`src/rtl/invsqrt_rr_sched_pkg.sv`:
```
// Shared constants, types and helpers for the invsqrt round-robin scheduler.
package invsqrt_rr_sched_pkg;

  localparam int unsigned FP32_W = 32;
  localparam logic [FP32_W-1:0] INVSQRT_MAGIC = 32'h5f3759df;

  // Tag id storage is sized for the largest supported requester count (8).
  localparam int unsigned MAX_IDW = 3;

  // Ceiling log2, usable in constant expressions.
  function automatic int unsigned clog2(input int unsigned n);
    int unsigned r;
    r = 0;
    for (int unsigned i = 1; i < n; i = i * 2) r++;
    return r;
  endfunction

  // One tag pipe entry: occupancy bit plus the issuing requester's id.
  typedef struct packed {
    logic               v;
    logic [MAX_IDW-1:0] id;
  } tag_t;

endpackage

```
`src/rtl/invsqrt_rr_sched_if.sv`:
```
// Request, pipeline and response signals of the invsqrt scheduler.
interface invsqrt_rr_sched_if import invsqrt_rr_sched_pkg::*; #(
  parameter int unsigned NREQ = 4
);

  logic [NREQ-1:0]        req_valid;
  logic [NREQ*FP32_W-1:0] req_number;
  logic [NREQ-1:0]        req_ready;

  logic                   pipe_valid;
  logic [FP32_W-1:0]      pipe_number;
  logic                   pipe_backprn;
  logic                   pipe_ready;
  logic [FP32_W-1:0]      pipe_result;
  logic                   pipe_error;

  logic [NREQ-1:0]        rsp_valid;
  logic [FP32_W-1:0]      rsp_result;
  logic                   rsp_error;
  logic                   rsp_stall;

  // Scheduler side
  modport master (
    input  req_valid, req_number, pipe_ready, pipe_result, pipe_error, rsp_stall,
    output req_ready, pipe_valid, pipe_number, pipe_backprn, rsp_valid, rsp_result, rsp_error
  );

  // Requester / pipeline / response-sink side
  modport slave (
    output req_valid, req_number, pipe_ready, pipe_result, pipe_error, rsp_stall,
    input  req_ready, pipe_valid, pipe_number, pipe_backprn, rsp_valid, rsp_result, rsp_error
  );

endinterface

```
`src/rtl/invsqrt_rr_sched_rr_arbiter.sv`:
```
// Round-robin arbiter: first set request at or after ptr, wrapping.
module invsqrt_rr_sched_rr_arbiter import invsqrt_rr_sched_pkg::*; #(
  parameter  int unsigned NREQ = 4,
  localparam int unsigned IDW  = clog2(NREQ)
) (
  input  logic [NREQ-1:0] req,
  input  logic [IDW-1:0]  ptr,
  output logic [NREQ-1:0] gnt_c,
  output logic [IDW-1:0]  idx_c,
  output logic            any_c
);

  logic [IDW-1:0] cand;

  // Rotating priority search starting at ptr
  always_comb begin
    gnt_c = '0;
    idx_c = '0;
    any_c = 1'b0;
    cand  = '0;
    for (int unsigned off = 0; off < NREQ; off++) begin
      cand = IDW'((32'(ptr) + off) % NREQ);
      if (!any_c && req[cand]) begin
        any_c       = 1'b1;
        idx_c       = cand;
        gnt_c[cand] = 1'b1;
      end
    end
  end

endmodule

```
`src/rtl/invsqrt_rr_sched.sv`:
```
// Shares one invsqrt pipeline among NREQ requesters; a tag pipe moving in
// lockstep with the pipeline routes each result back to its requester.
module invsqrt_rr_sched import invsqrt_rr_sched_pkg::*; #(
  parameter  int unsigned NREQ = 4,
  parameter  int unsigned LAT  = 4,
  localparam int unsigned IDW  = clog2(NREQ),
  localparam int unsigned CNTW = clog2(LAT + 1) + 1
) (
  input  logic                 clk,
  input  logic                 rstn,
  invsqrt_rr_sched_if.master   bus,
  output logic [CNTW-1:0]      inflight,
  output logic                 tag_fault
);

  logic              adv;
  logic              accept;
  logic [NREQ-1:0]   gnt;
  logic [IDW-1:0]    g;
  logic              any_req;
  logic [IDW-1:0]    ptr;
  tag_t              tags [LAT];
  tag_t              tail;
  logic [FP32_W-1:0] slots [NREQ];

  invsqrt_rr_sched_rr_arbiter #(.NREQ(NREQ)) u_rr_arbiter (
    .req   (bus.req_valid),
    .ptr   (ptr),
    .gnt_c (gnt),
    .idx_c (g),
    .any_c (any_req)
  );

  // Unpack the flat operand bus into per-requester slots
  always_comb begin
    for (int unsigned i = 0; i < NREQ; i++) begin
      slots[i] = bus.req_number[i*FP32_W +: FP32_W];
    end
  end

  // Handshake, pipeline drive and response routing
  always_comb begin
    adv              = ~bus.rsp_stall;
    accept           = adv & any_req;
    tail             = tags[LAT-1];
    bus.pipe_backprn = adv;
    bus.req_ready    = adv ? gnt : '0;
    bus.pipe_valid   = accept;
    bus.pipe_number  = any_req ? slots[g] : '0;
    bus.rsp_valid    = bus.pipe_ready ? (NREQ'(1) << tail.id) : '0;
    bus.rsp_result   = bus.pipe_result;
    bus.rsp_error    = bus.pipe_error;
  end

  // Priority pointer moves just past the winner on every transfer
  always_ff @(posedge clk) begin
    if (!rstn) begin
      ptr <= '0;
    end else if (accept) begin
      ptr <= (32'(g) == NREQ - 1) ? '0 : g + IDW'(1);
    end
  end

  // Tag pipe advances and holds exactly like the pipeline stages
  always_ff @(posedge clk) begin
    if (!rstn) begin
      for (int unsigned k = 0; k < LAT; k++) tags[k] <= '0;
    end else if (adv) begin
      tags[0] <= tag_t'{v: accept, id: MAX_IDW'(g)};
      for (int unsigned k = 1; k < LAT; k++) tags[k] <= tags[k-1];
    end
  end

  // Occupancy: entries accepted minus entries retired from the tail
  always_ff @(posedge clk) begin
    if (!rstn) begin
      inflight <= '0;
    end else if (adv) begin
      if (accept && !tail.v) begin
        inflight <= inflight + CNTW'(1);
      end else if (!accept && tail.v) begin
        inflight <= inflight - CNTW'(1);
      end
    end
  end

  // Sticky flag for a pipeline/tag valid disagreement
  always_ff @(posedge clk) begin
    if (!rstn) begin
      tag_fault <= 1'b0;
    end else if (bus.pipe_ready != tail.v) begin
      tag_fault <= 1'b1;
    end
  end

endmodule

```
`src/flat_wrapper.sv`:
```
// flat-port wrapper written by rule: the top's interface ports become plain ports
module invsqrt_rr_sched_flat import invsqrt_rr_sched_pkg::*;
#(
  parameter  int unsigned NREQ = 4,
  parameter  int unsigned LAT  = 4,
  localparam int unsigned IDW  = clog2(NREQ),
  localparam int unsigned CNTW = clog2(LAT + 1) + 1
)
  (clk, rstn, inflight, tag_fault, bus_req_valid, bus_req_number, bus_pipe_ready, bus_pipe_result, bus_pipe_error, bus_rsp_stall, bus_req_ready, bus_pipe_valid, bus_pipe_number, bus_pipe_backprn, bus_rsp_valid, bus_rsp_result, bus_rsp_error);
  invsqrt_rr_sched_if #(.NREQ(NREQ)) bus_i ();
  input  logic clk;
  input  logic rstn;
  output logic [CNTW-1:0] inflight;
  output logic tag_fault;
  input wire logic [$bits(bus_i.req_valid)-1:0] bus_req_valid;
  input wire logic [$bits(bus_i.req_number)-1:0] bus_req_number;
  input wire logic [$bits(bus_i.pipe_ready)-1:0] bus_pipe_ready;
  input wire logic [$bits(bus_i.pipe_result)-1:0] bus_pipe_result;
  input wire logic [$bits(bus_i.pipe_error)-1:0] bus_pipe_error;
  input wire logic [$bits(bus_i.rsp_stall)-1:0] bus_rsp_stall;
  output wire logic [$bits(bus_i.req_ready)-1:0] bus_req_ready;
  output wire logic [$bits(bus_i.pipe_valid)-1:0] bus_pipe_valid;
  output wire logic [$bits(bus_i.pipe_number)-1:0] bus_pipe_number;
  output wire logic [$bits(bus_i.pipe_backprn)-1:0] bus_pipe_backprn;
  output wire logic [$bits(bus_i.rsp_valid)-1:0] bus_rsp_valid;
  output wire logic [$bits(bus_i.rsp_result)-1:0] bus_rsp_result;
  output wire logic [$bits(bus_i.rsp_error)-1:0] bus_rsp_error;
  assign bus_i.req_valid = bus_req_valid;
  assign bus_i.req_number = bus_req_number;
  assign bus_i.pipe_ready = bus_pipe_ready;
  assign bus_i.pipe_result = bus_pipe_result;
  assign bus_i.pipe_error = bus_pipe_error;
  assign bus_i.rsp_stall = bus_rsp_stall;
  assign bus_req_ready = bus_i.req_ready;
  assign bus_pipe_valid = bus_i.pipe_valid;
  assign bus_pipe_number = bus_i.pipe_number;
  assign bus_pipe_backprn = bus_i.pipe_backprn;
  assign bus_rsp_valid = bus_i.rsp_valid;
  assign bus_rsp_result = bus_i.rsp_result;
  assign bus_rsp_error = bus_i.rsp_error;
  invsqrt_rr_sched #(.NREQ(NREQ), .LAT(LAT)) u_core (.clk(clk), .rstn(rstn), .bus(bus_i), .inflight(inflight), .tag_fault(tag_fault));
endmodule
```
`config.mk`:
```
export PLATFORM = sky130hd
export DESIGN_NAME = invsqrt_rr_sched_flat
export DESIGN_NICKNAME = d
export VERILOG_FILES = /design/src/rtl/invsqrt_rr_sched_pkg.sv /design/src/rtl/invsqrt_rr_sched_if.sv /design/src/rtl/invsqrt_rr_sched_rr_arbiter.sv /design/src/rtl/invsqrt_rr_sched.sv /design/src/flat_wrapper.sv
export SDC_FILE = /design/constraint.sdc
export NUM_CORES = 1
export LEC_CHECK = 0
export CAP_MARGIN = 20
export CORE_AREA = 2 2 95 97
export DETAILED_ROUTE_END_ITERATION = 10
export DIE_AREA = 0 0 97 99
export PLACE_DENSITY = 0.82
export SYNTH_ARGS = -nofsm -noshare
export SYNTH_HDL_FRONTEND = slang
export SYNTH_SLANG_ARGS = --single-unit
```
`constraint.sdc`:
```
create_clock -name clk -period 3.7 [get_ports clk]
set_input_delay 0.37 -clock clk [delete_from_list [all_inputs] [get_ports clk]]
set_output_delay 0.37 -clock clk [all_outputs]
set_load 0.005 [all_outputs]
```
==> run metrics, run 1 <==
Pwr Density 326 mW/mm^2; Port Buffers 182; P_leak 1.92 nW; net count after synthesis 468; Avg Synthesized Cell Area 9.11 um^2; top cell type by total area after synthesis mux2i_1; relative slew slack 66.2%; slowest CP cell mux4_2; Max Fclk 0.279 GHz; GRT overflow 0; setup ws final 116 ps; Initial DRT Pass Iterations 5; Yosys reg bits 19; final setup violating endpoints 0; die height 99 um; H-tree levels 1; CTS hold repair buffers 0; Main synth FF type edfxtp_1; Hold Crit Class flip-flop to flip-flop; Die X 97 um; largest net degree at the start of global routing 36; number of global-route vias before repair 2715; Post-Route WL 9.31 mm; drt drc 0; TritonCTS clock tree yes; EDFF count, synth 12; filler cell count 762; WL/cell 17.1 um; status complete, no violations; Clk Latency, worst-skew pair 250 ps; detailed placement HPWL 7.67 mm; ant diodes 0; core area 0.00855 mm^2; Setup TNS 0 ps; Final Hold Fails 0; vias post-DR 2752; slowest stage delay, CP 500 ps; Final Wtd Congestion 0.862; first-pass GRT wire length 14.0 mm; post-synthesis sequential area ratio 19.1%; RSZ-0062 raised after global routing no; crit-path max FO 22; clk_skew 3.74 ps; Ports 249; total of warnings raised by yosys 0; share of the synthesized area in the top cell type 26.4%; area of the multi-input gates 0.00170 mm^2; critical-path cell list clkdlybuf4s50_1 > mux4_2 > nor2b_4 > or2_4 > a21oi_4 > buf_4 > buf_12 > mux2i_1 > o22ai_1 > clkdlybuf4s50_1; WP data required 3330 ps; fin crit period 3580 ps; Critical Path Sink Type primary output; Peak supply drop 0.139 mV; Most common cell on crit path clkdlybuf4s50_1; Clock Root Buffer clkbuf_8; async set-reset flop share out of synthesis 0%; Nets 619; share of cells above drive strength 1 8.47%; startpoint types primary input; First DRT Iteration DRCs 55; Mapped Cells 287; max cap viols 0; Cell Rows 34; Worst Tran Pin Value 506 ps; Worst Path Arrival 3210 ps; FF/Latch Area 500 um^2; Inst Count DP 537; top cells by area, synth mux2i_1 26%, edfxtp_1 14%, buf_4 9.8%, o22ai_1 7.7%, dfxtp_1 5.4%; post-synthesis cell type count 46; initial antenna violation count 0; CTS max path bufs 2; Starting Density 30.6%; Detail Route Antenna Nets 0; Crit Path Category primary input to primary output; drt via density 5.05; Finished Layout Cells 545; CTS Sinks 19; Post-Synthesis Cell Area 0.00261 mm^2; CTS Buf Count 3; Tcrit/Tclk final 96.9%; Clock transition at path regs 70 ps; worst slack, placed 85.3 ps; fin. max-slew vios 0; die area 0.00960 mm^2; Layout area overhead 69.7%; total global-route track usage 17.7%
==> worst max-delay path: cells and delay by family <==
| kind | cells | cell delay [ps] |
|---|---|---|
| and+or+nand+nor | 2 | 410 |
| muxes | 2 | 820 |
| AOI/OAI and AO/OA | 2 | 310 |
| buffers and inverters | 4 | 1270 |
==> final cells by class <==
class                   instances  area share (%)
repair buffers                203            46.0
multi-input cells             206            38.3
flip-flops and latches         19            11.3
well taps                     108            3.05
clock buffers                   3           0.931
inverters                       5           0.423
clock inverters                 1           0.113
==> placed cells by master (no fill, tap or decap), drive strengths merged, types with 2 or more instances in the layout <==
| cell | instances |
|---|---|
| nand3b | 2 |
| inv | 5 |
| xnor2 | 3 |
| a22oi | 4 |
| clkdlybuf4s50 | 182 |
| edfxtp | 12 |
| mux2 | 4 |
| o21ai | 2 |
| mux4 | 2 |
| nor3 | 2 |
| ha | 11 |
| nor4 | 2 |
| clkbuf | 4 |
| and2 | 11 |
| nor2b | 4 |
| nor2 | 19 |
| buf | 20 |
| xor2 | 2 |
| nand2b | 2 |
| nand2 | 10 |
| a221oi | 4 |
| o32a | 2 |
| a21oi | 5 |
| dfxtp | 7 |
| mux2i | 69 |
| o22ai | 32 |
==> worst paths after layout <==
| path | start | end | slack [ps] | cells past startpoint |
|---|---|---|---|---|
| setup / recovery | bus_req_valid[2] | bus_pipe_number[23] | 120 | 10 |
| hold / removal | u_core.tag_fault | u_core.tag_fault | 480 | 1 |
| setup reg to reg | u_core.ptr[0] | u_core.tags[0][0] | 1360 | 8 |
| hold reg to reg | u_core.tag_fault | u_core.tag_fault | 480 | 1 |
==> power by group <==
| part | switching, mW | leakage [nW] | internal [mW] | total (mW) |
|---|---|---|---|---|
| clock network | 0.0670 | 0.0255 | 0.0747 | 0.142 |
| registers | 0.0108 | 0.190 | 0.245 | 0.256 |
| logic | 0.422 | 1.70 | 0.625 | 1.05 |
==> cell families after synthesis <==
group | Yosys count | synth area share, %
adders and majority gates | 12 | 6.03
and+or+nand+nor | 56 | 11.2
buffers and inverters | 62 | 16.6
muxes | 75 | 29.9
AOI/OAI and AO/OA | 58 | 15.6
xor gates and xnor gates | 5 | 1.68
DFF | 19 | 19.1
==> sequential cells by signal, summed over array words and instances, names as in the netlist <==
name and cells:
u_core.inflight 4, u_core.ptr 2, u_core.tag_fault 1, u_core.tags 12
==> timing repair <==
action                                  4_1_cts  5_1_grt
hold endpoints to repair                      0        0
buffers inserted                              0        3
endpoints found under the setup margin       12       14
pin swaps                                     0        1
cloned                                        0        1
gates resized for setup                       1        3
==> metal layers <==
metal  track usage [%]  share of wire [%]
met5                 0                  0
met4              2.71                1.5
met3              6.17                8.8
met2              33.2                 51
met1              19.8                 39
==> cell usage after synthesis (5+ instances only) <==
cell type,count
dfxtp_1,7
ha_1,11
o22ai_1,32
buf_4,34
inv_1,5
nor2_1,19
edfxtp_1,12
clkbuf_1,13
nand2_1,10
and2_1,11
mux2i_1,69
==> stage by stage <==
step	instance area, um^2	power [mW]	utilization (%)	hold slack, ps
2_1_floorplan	2610	0.824	-	464
3_3_place_gp	4330	1.26	50.6	447
3_5_place_dp	4330	1.27	50.6	468
4_1_cts	4370	1.42	51.2	484
5_1_grt	4440	1.54	51.9	501
6_report	4440	1.44	51.9	475
(Power assumes the default switching activity.)
==> run 2, diff against run 1 <==
GPL_TIMING_DRIVEN = 0   (was unset)
==> run 2 against run 1 <==
Against the previous run:
- maximum frequency shrank 1.1%
- non-clock buffer count grew 69
- clock-buffer cell count unchanged
- sequential power about the same
- clock skew decreased by 0.68 ps
- design area rose by 15%
- via count up 8.9%
- sequential share of layout area decreased by 1.4 points
- register-to-register slack got worse by 230 ps
- largest cell class unchanged
- largest power group unchanged
- highest routed layer unchanged
==> run metrics, run 2 (synthesis gave the netlist of run 1 again) <==
First DRT Iteration DRCs 39 (was 55); Detail Route Antenna Nets 0 (unchanged); total global-route track usage 19.5% (was 17.7%); delay-heaviest family, CP buffers and inverters (unchanged); Initial DRT Pass Iterations 4 (was 5); WHS Endpoint u_core.tag_fault (unchanged); drt via density 4.88 (was 5.05); WP data required 3330 ps (about the same); largest net degree at the start of global routing 13 (was 36); relative slew slack 63.3% (was 66.2%); commonest cells after routing, fill and taps aside 179 x clkdlybuf4s50_1, 65 x mux2i_1, 37 x buf_4 (was 182 x clkdlybuf4s50_1, 69 x mux2i_1, 32 x o22ai_1); Hold Startpoint u_core.tag_fault (unchanged); clk_skew 3.06 ps (was 3.74 ps); crit-path max FO 10 (was 22); Most common cell on crit path buf_6 (was clkdlybuf4s50_1); Starting Density 30.6% (unchanged); Worst Tran Pin Value 545 ps (was 506 ps); vias post-DR 2997 (was 2752); top flop regs u_core.tags x12, u_core.inflight x4, u_core.ptr x2 (unchanged); Final Hold Fails 0 (unchanged); Final Power 1.54 mW (was 1.44 mW); Largest register FFs 12 (unchanged); core area 0.00855 mm^2 (unchanged); Worst Path Arrival 3260 ps (was 3210 ps); critical-path cell list buf_6 > buf_6 > clkinvlp_4 > ha_4 > mux2_2 > a21oi_1 > nor3_1 > a21oi_4 > bufbuf_16 > mux2i_2 > o22ai_1 > clkdlybuf4s50_1 (was clkdlybuf4s50_1 > mux4_2 > nor2b_4 > or2_4 > a21oi_4 > buf_4 > buf_12 > mux2i_1 > o22ai_1 > clkdlybuf4s50_1); WL/cell 16.9 um (was 17.1 um); ant diodes 0 (unchanged); GRT overflow 0 (unchanged); max cap viols 0 (unchanged); final setup violating endpoints 0 (unchanged); Ports 249 (unchanged); Core Util, Final 59.9% (was 51.9%); slowest stage delay, CP 480 ps (was 500 ps); Clock transition at path regs 70 ps (about the same); Tcrit/Tclk final 98.0% (was 96.9%); startpoint types flip-flop (was primary input); H-tree levels 1 (unchanged); Max Fclk 0.276 GHz (was 0.279 GHz); Post-Route WL 10.4 mm (was 9.31 mm); Die X 97 um (unchanged); RSZ-0062 raised after global routing yes (was no); Clk Latency, worst-skew pair 260 ps (was 250 ps); Final Wtd Congestion 0.861 (was 0.862); CTS max path bufs 2 (unchanged); share of cells above drive strength 1 14.4% (was 8.47%); flop2flop setup slack 1130 ps (was 1360 ps); Critical Path Sink Type primary output (unchanged); Cell Rows 34 (unchanged); reg-to-reg critical path startpoint u_core.ptr[0] (unchanged); R2R depth 13 (was 8); Nets 688 (was 619); fin. max-slew vios 0 (unchanged); Hold Crit Class flip-flop to flip-flop (unchanged); number of global-route vias before repair 3026 (was 2715); status complete, no violations (unchanged); Port Buffers 210 (was 182); Clock Root Buffer clkbuf_8 (unchanged); slowest CP cell clkdlybuf4s50_1 (was mux4_2); die area 0.00960 mm^2 (unchanged); CTS Sinks 19 (unchanged); TritonCTS clock tree yes (unchanged); RR Endpoint u_core.ptr[1] (was u_core.tags[0][0]); Pwr Density 301 mW/mm^2 (was 326 mW/mm^2); Crit Path Category flip-flop to primary output (was primary input to primary output); detailed placement HPWL 8.71 mm (was 7.67 mm); die height 99 um (unchanged); drt drc 0 (unchanged); commonest non-fill, non-tap cell in the layout clkdlybuf4s50_1 (unchanged); P_leak 2.41 nW (was 1.92 nW); Layout area overhead 95.9% (was 69.7%); initial antenna violation count 0 (unchanged); Hold Crit Depth 1 (unchanged); fin crit period 3630 ps (was 3580 ps); worst path bufs/invs 5 (was 4); CTS Buf Count 3 (unchanged); Peak supply drop 0.139 mV (about the same); first-pass GRT wire length 15.3 mm (was 14.0 mm); Setup TNS 0 ps (unchanged); Top reg by flops u_core.tags (unchanged)
==> run 2: cell types whose count changed in the layout (fill, tap and decap cells not counted), sizes merged <==
cell,change
inv,-1
bufbuf,+1
buf,+27
clkdlybuf4s50,-3
clkinvlp,+1
dlymetal6s2s,+18
clkbuf,+13
dlygate4sd2,+13
==> run 2: how the worst max path moves through the flow <==
stage / startpoint / endpoint / slack (ps) / depth (start not counted)
2_1_floorplan: u_core.ptr[0] / bus_pipe_number[10] / 480 / 13
3_3_place_gp: u_core.ptr[0] / bus_pipe_number[21] / -510 / 12
3_5_place_dp: u_core.ptr[0] / bus_pipe_number[23] / -580 / 12
4_1_cts: u_core.ptr[0] / bus_pipe_number[30] / 3 / 14
5_1_grt: u_core.ptr[0] / bus_pipe_number[0] / -60 / 12
6_report: u_core.ptr[0] / bus_pipe_number[0] / 70 / 12
==> run 2: power by group <==
group          switching (mW)  internal (mW)
logic                   0.460          0.674
registers              0.0140          0.245
clock network          0.0712         0.0750
==> run 2: layer usage <==
layer	up-vias	track usage, %	wire [um]
met3	9	5.04	766
li1	1464	-	-
met2	118	38.1	5770
met4	0	3.03	79
met5	-	0	0
met1	1406	21.5	3750
==> run 2: final cells by class <==
cell class	instances	area (um^2)
sequential	19	504
tap	108	135
clock buffer	3	41.3
timing repair buffer	216	2210
multi-input combinational	206	1740
fill	728	3430
clock inverter	1	5.00
buffer	56	454
inverter	5	22.5
==> run 2: repair_timing <==
item / 4_1_cts / 5_1_grt
hold buffers: 0 / 0
setup buffers: 5 / 0
cloned: 1 / 0
pin swaps: 3 / 0
resized for setup: 32 / 25
setup endpoints to repair: 36 / 23
==> run 2: metrics by stage <==
stage / cells / instance area, um^2 / worst slack (ps) / hold slack (ps)
final: 614 / 5120 / 74.5 / 465
after detailed placement: 605 / 4850 / -585 / 453
after global routing: 614 / 5120 / -59.6 / 501
after global placement: 605 / 4850 / -514 / 446
after CTS: 614 / 5040 / 2.69 / 469
after floorplan: 287 / 2610 / 479 / 464
==> run 3, diff against run 2 <==
CELL_PAD_IN_SITES_DETAIL_PLACEMENT = 0   (was unset)
CELL_PAD_IN_SITES_GLOBAL_PLACEMENT = 1   (was unset)
CORE_AREA = unset   (was 2 2 95 97)
CORE_MARGIN = 1   (was unset)
CORE_UTILIZATION = 20   (was unset)
DIE_AREA = unset   (was 0 0 97 99)
PLACE_DENSITY = unset   (was 0.82)
PLACE_DENSITY_LB_ADDON = 0.1   (was unset)
==> run 3 against run 2 <==
Against the previous run:
- die area rose by 41%
- cell count increased by 11%
- via count down 3.0%
- sequential share of layout area shrank 0.094 points
- design area grew 0.46%
- critical path type unchanged
- largest cell class unchanged
- highest routed layer unchanged
==> run metrics, run 3 (synthesis gave the netlist of run 1 again) <==
Critical Path Sink Type primary output (unchanged); flop2flop setup slack 1160 ps (was 1130 ps); Post-Route WL 11.1 mm (was 10.4 mm); Detail Route Antenna Nets 0 (unchanged); P_leak 2.31 nW (was 2.41 nW); Top reg by flops u_core.tags (unchanged); crit-path max FO 10 (unchanged); Hold Startpoint u_core.tag_fault (unchanged); Clk Latency, worst-skew pair 250 ps (was 260 ps); fin crit period 3510 ps (was 3630 ps); placed cell area 0.00493 mm^2 (was 0.00485 mm^2); number of global-route vias before repair 2918 (was 3026); top flop regs u_core.tags x12, u_core.inflight x4, u_core.ptr x2 (unchanged); TritonCTS clock tree yes (unchanged); First DRT Iteration DRCs 69 (was 39); die area 0.0135 mm^2 (was 0.00960 mm^2); WL/cell 16.3 um (was 16.9 um); Hold Crit Depth 1 (unchanged); Initial DRT Pass Iterations 4 (unchanged); drt drc 0 (unchanged); Pwr Density 307 mW/mm^2 (was 301 mW/mm^2); R2R depth 11 (was 13); final setup violating endpoints 0 (unchanged); core area 0.0127 mm^2 (was 0.00855 mm^2); commonest cells after routing, fill and taps aside 178 x clkdlybuf4s50_1, 67 x mux2i_1, 41 x buf_4 (was 179 x clkdlybuf4s50_1, 65 x mux2i_1, 37 x buf_4); clk_skew 1.86 ps (was 3.06 ps); Port Buffers 210 (unchanged); ant diodes 0 (unchanged); status complete, no violations (unchanged); Final Power 1.58 mW (was 1.54 mW); Die X 116 um (was 97 um); fin. max-slew vios 0 (unchanged); Max Fclk 0.285 GHz (was 0.276 GHz); Nets 690 (was 688); Finished Cell Area 0.00514 mm^2 (was 0.00512 mm^2); Ports 249 (unchanged); Largest register FFs 12 (unchanged); detailed placement HPWL 9.38 mm (was 8.71 mm); H-tree levels 1 (unchanged); WP data required 3330 ps (about the same); first-pass GRT wire length 15.9 mm (was 15.3 mm); die height 116 um (was 99 um); relative slew slack 63.0% (was 63.3%); CTS Sinks 19 (unchanged); WHS Endpoint u_core.tag_fault (unchanged); CTS hold repair buffers 0 (unchanged); Hold Slack 459 ps (was 465 ps); max cap viols 0 (unchanged); reg-to-reg critical path startpoint u_core.ptr[0] (unchanged); vias post-DR 2907 (was 2997); CTS Buf Count 3 (unchanged); Tcrit/Tclk final 95.0% (was 98.0%); Final Wtd Congestion 0.720 (was 0.861); RR Endpoint u_core.tags[0][0] (was u_core.ptr[1]); largest net degree at the start of global routing 13 (unchanged); Final Hold Fails 0 (unchanged); Layout area overhead 96.8% (was 95.9%); commonest non-fill, non-tap cell in the layout clkdlybuf4s50_1 (unchanged); Clock Root Buffer clkbuf_16 (was clkbuf_8); startpoint types flip-flop (unchanged); total global-route track usage 15.4% (was 19.5%); Setup TNS 0 ps (unchanged); drt via density 4.28 (was 4.88); share of cells above drive strength 1 14.4% (about the same); GRT overflow 0 (unchanged); Starting Density 20.6% (was 30.6%); Clock transition at path regs 50 ps (was 70 ps); Hold Crit Class flip-flop to flip-flop (unchanged); Crit Path Category flip-flop to primary output (unchanged); Worst Path Arrival 3140 ps (was 3260 ps); Worst Tran Pin Value 550 ps (was 545 ps); Peak supply drop 0.136 mV (was 0.139 mV); initial antenna violation count 0 (unchanged); Cell Rows 41 (was 34); CTS max path bufs 2 (unchanged)
[run 3: cell count changes in the layout (fill, tap and decap cells not counted), moves of 2 or more]
| cell | delta |
|---|---|
| dlygate4sd2_1 | +14 |
| dlymetal6s2s_1 | -13 |
| buf_4 | +4 |
| clkbuf_8 | -4 |
| clkbuf_16 | +3 |
| mux2i_1 | +2 |
| mux2i_4 | -2 |
[run 3: worst max-delay path, stage by stage, from the launching register on]
cell	delay, ps
dfxtp_2	380
buf_6	150
buf_6	160
clkinvlp_4	130
ha_4	320
mux4_2	350
buf_4	180
nor4_2	430
a221oi_1	150
nor2_1	130
clkdlybuf4s50_1	510
[run 3: timing repair]
action,in CTS,in global routing
endpoints found under the hold margin,0,0
setup endpoints to repair,36,15
pin swaps,1,0
setup buffers,6,2
gates resized for setup,43,11
[run 3: final cells by class]
type	instances	area [um^2]
repair buffers	218	2150
well taps	172	215
clock inverters	1	5.00
clock buffers	3	75.1
inverters	5	22.5
fillers	1296	7530
plain buffers	56	452
flip-flops and latches	19	502
multi-input cells	206	1720
[run 3: layer usage]
layer,share of wire (%),GRT usage [%],up-vias
met5,0,0,-
met4,0.23,1.62,0
met3,11,7.47,2
met2,52,28.2,107
met1,37,16.4,1332
li1,-,-,1466
[run 3: through the flow]
step                setup slack (ps)  util [%]  cells
floorplan                        479         -    287
global placement                -582      38.9    669
detailed placement              -564      38.9    669
CTS                             1.69      40.2    678
global route                  -0.787      40.6    680
finish                           186      40.6    680
[run 3: worst max path at each step]
stage,from,to,depth (start not counted)
floorplan,u_core.ptr[0],bus_pipe_number[10],13
global placement,u_core.ptr[0],bus_pipe_number[12],12
detailed placement,u_core.ptr[0],bus_pipe_number[12],12
CTS,u_core.ptr[0],bus_pipe_number[5],13
global route,u_core.ptr[0],bus_pipe_number[18],13
finish,u_core.ptr[0],bus_req_ready[1],10
[run 3: report_power, final]
| part | internal (mW) | leakage [nW] | switching (mW) | total, mW |
|---|---|---|---|---|
| logic | 0.638 | 2.08 | 0.459 | 1.10 |
| clock network | 0.145 | 0.0409 | 0.0756 | 0.220 |
| registers | 0.246 | 0.191 | 0.0136 | 0.259 |
| total | 1.03 | 2.31 | 0.549 | 1.58 |
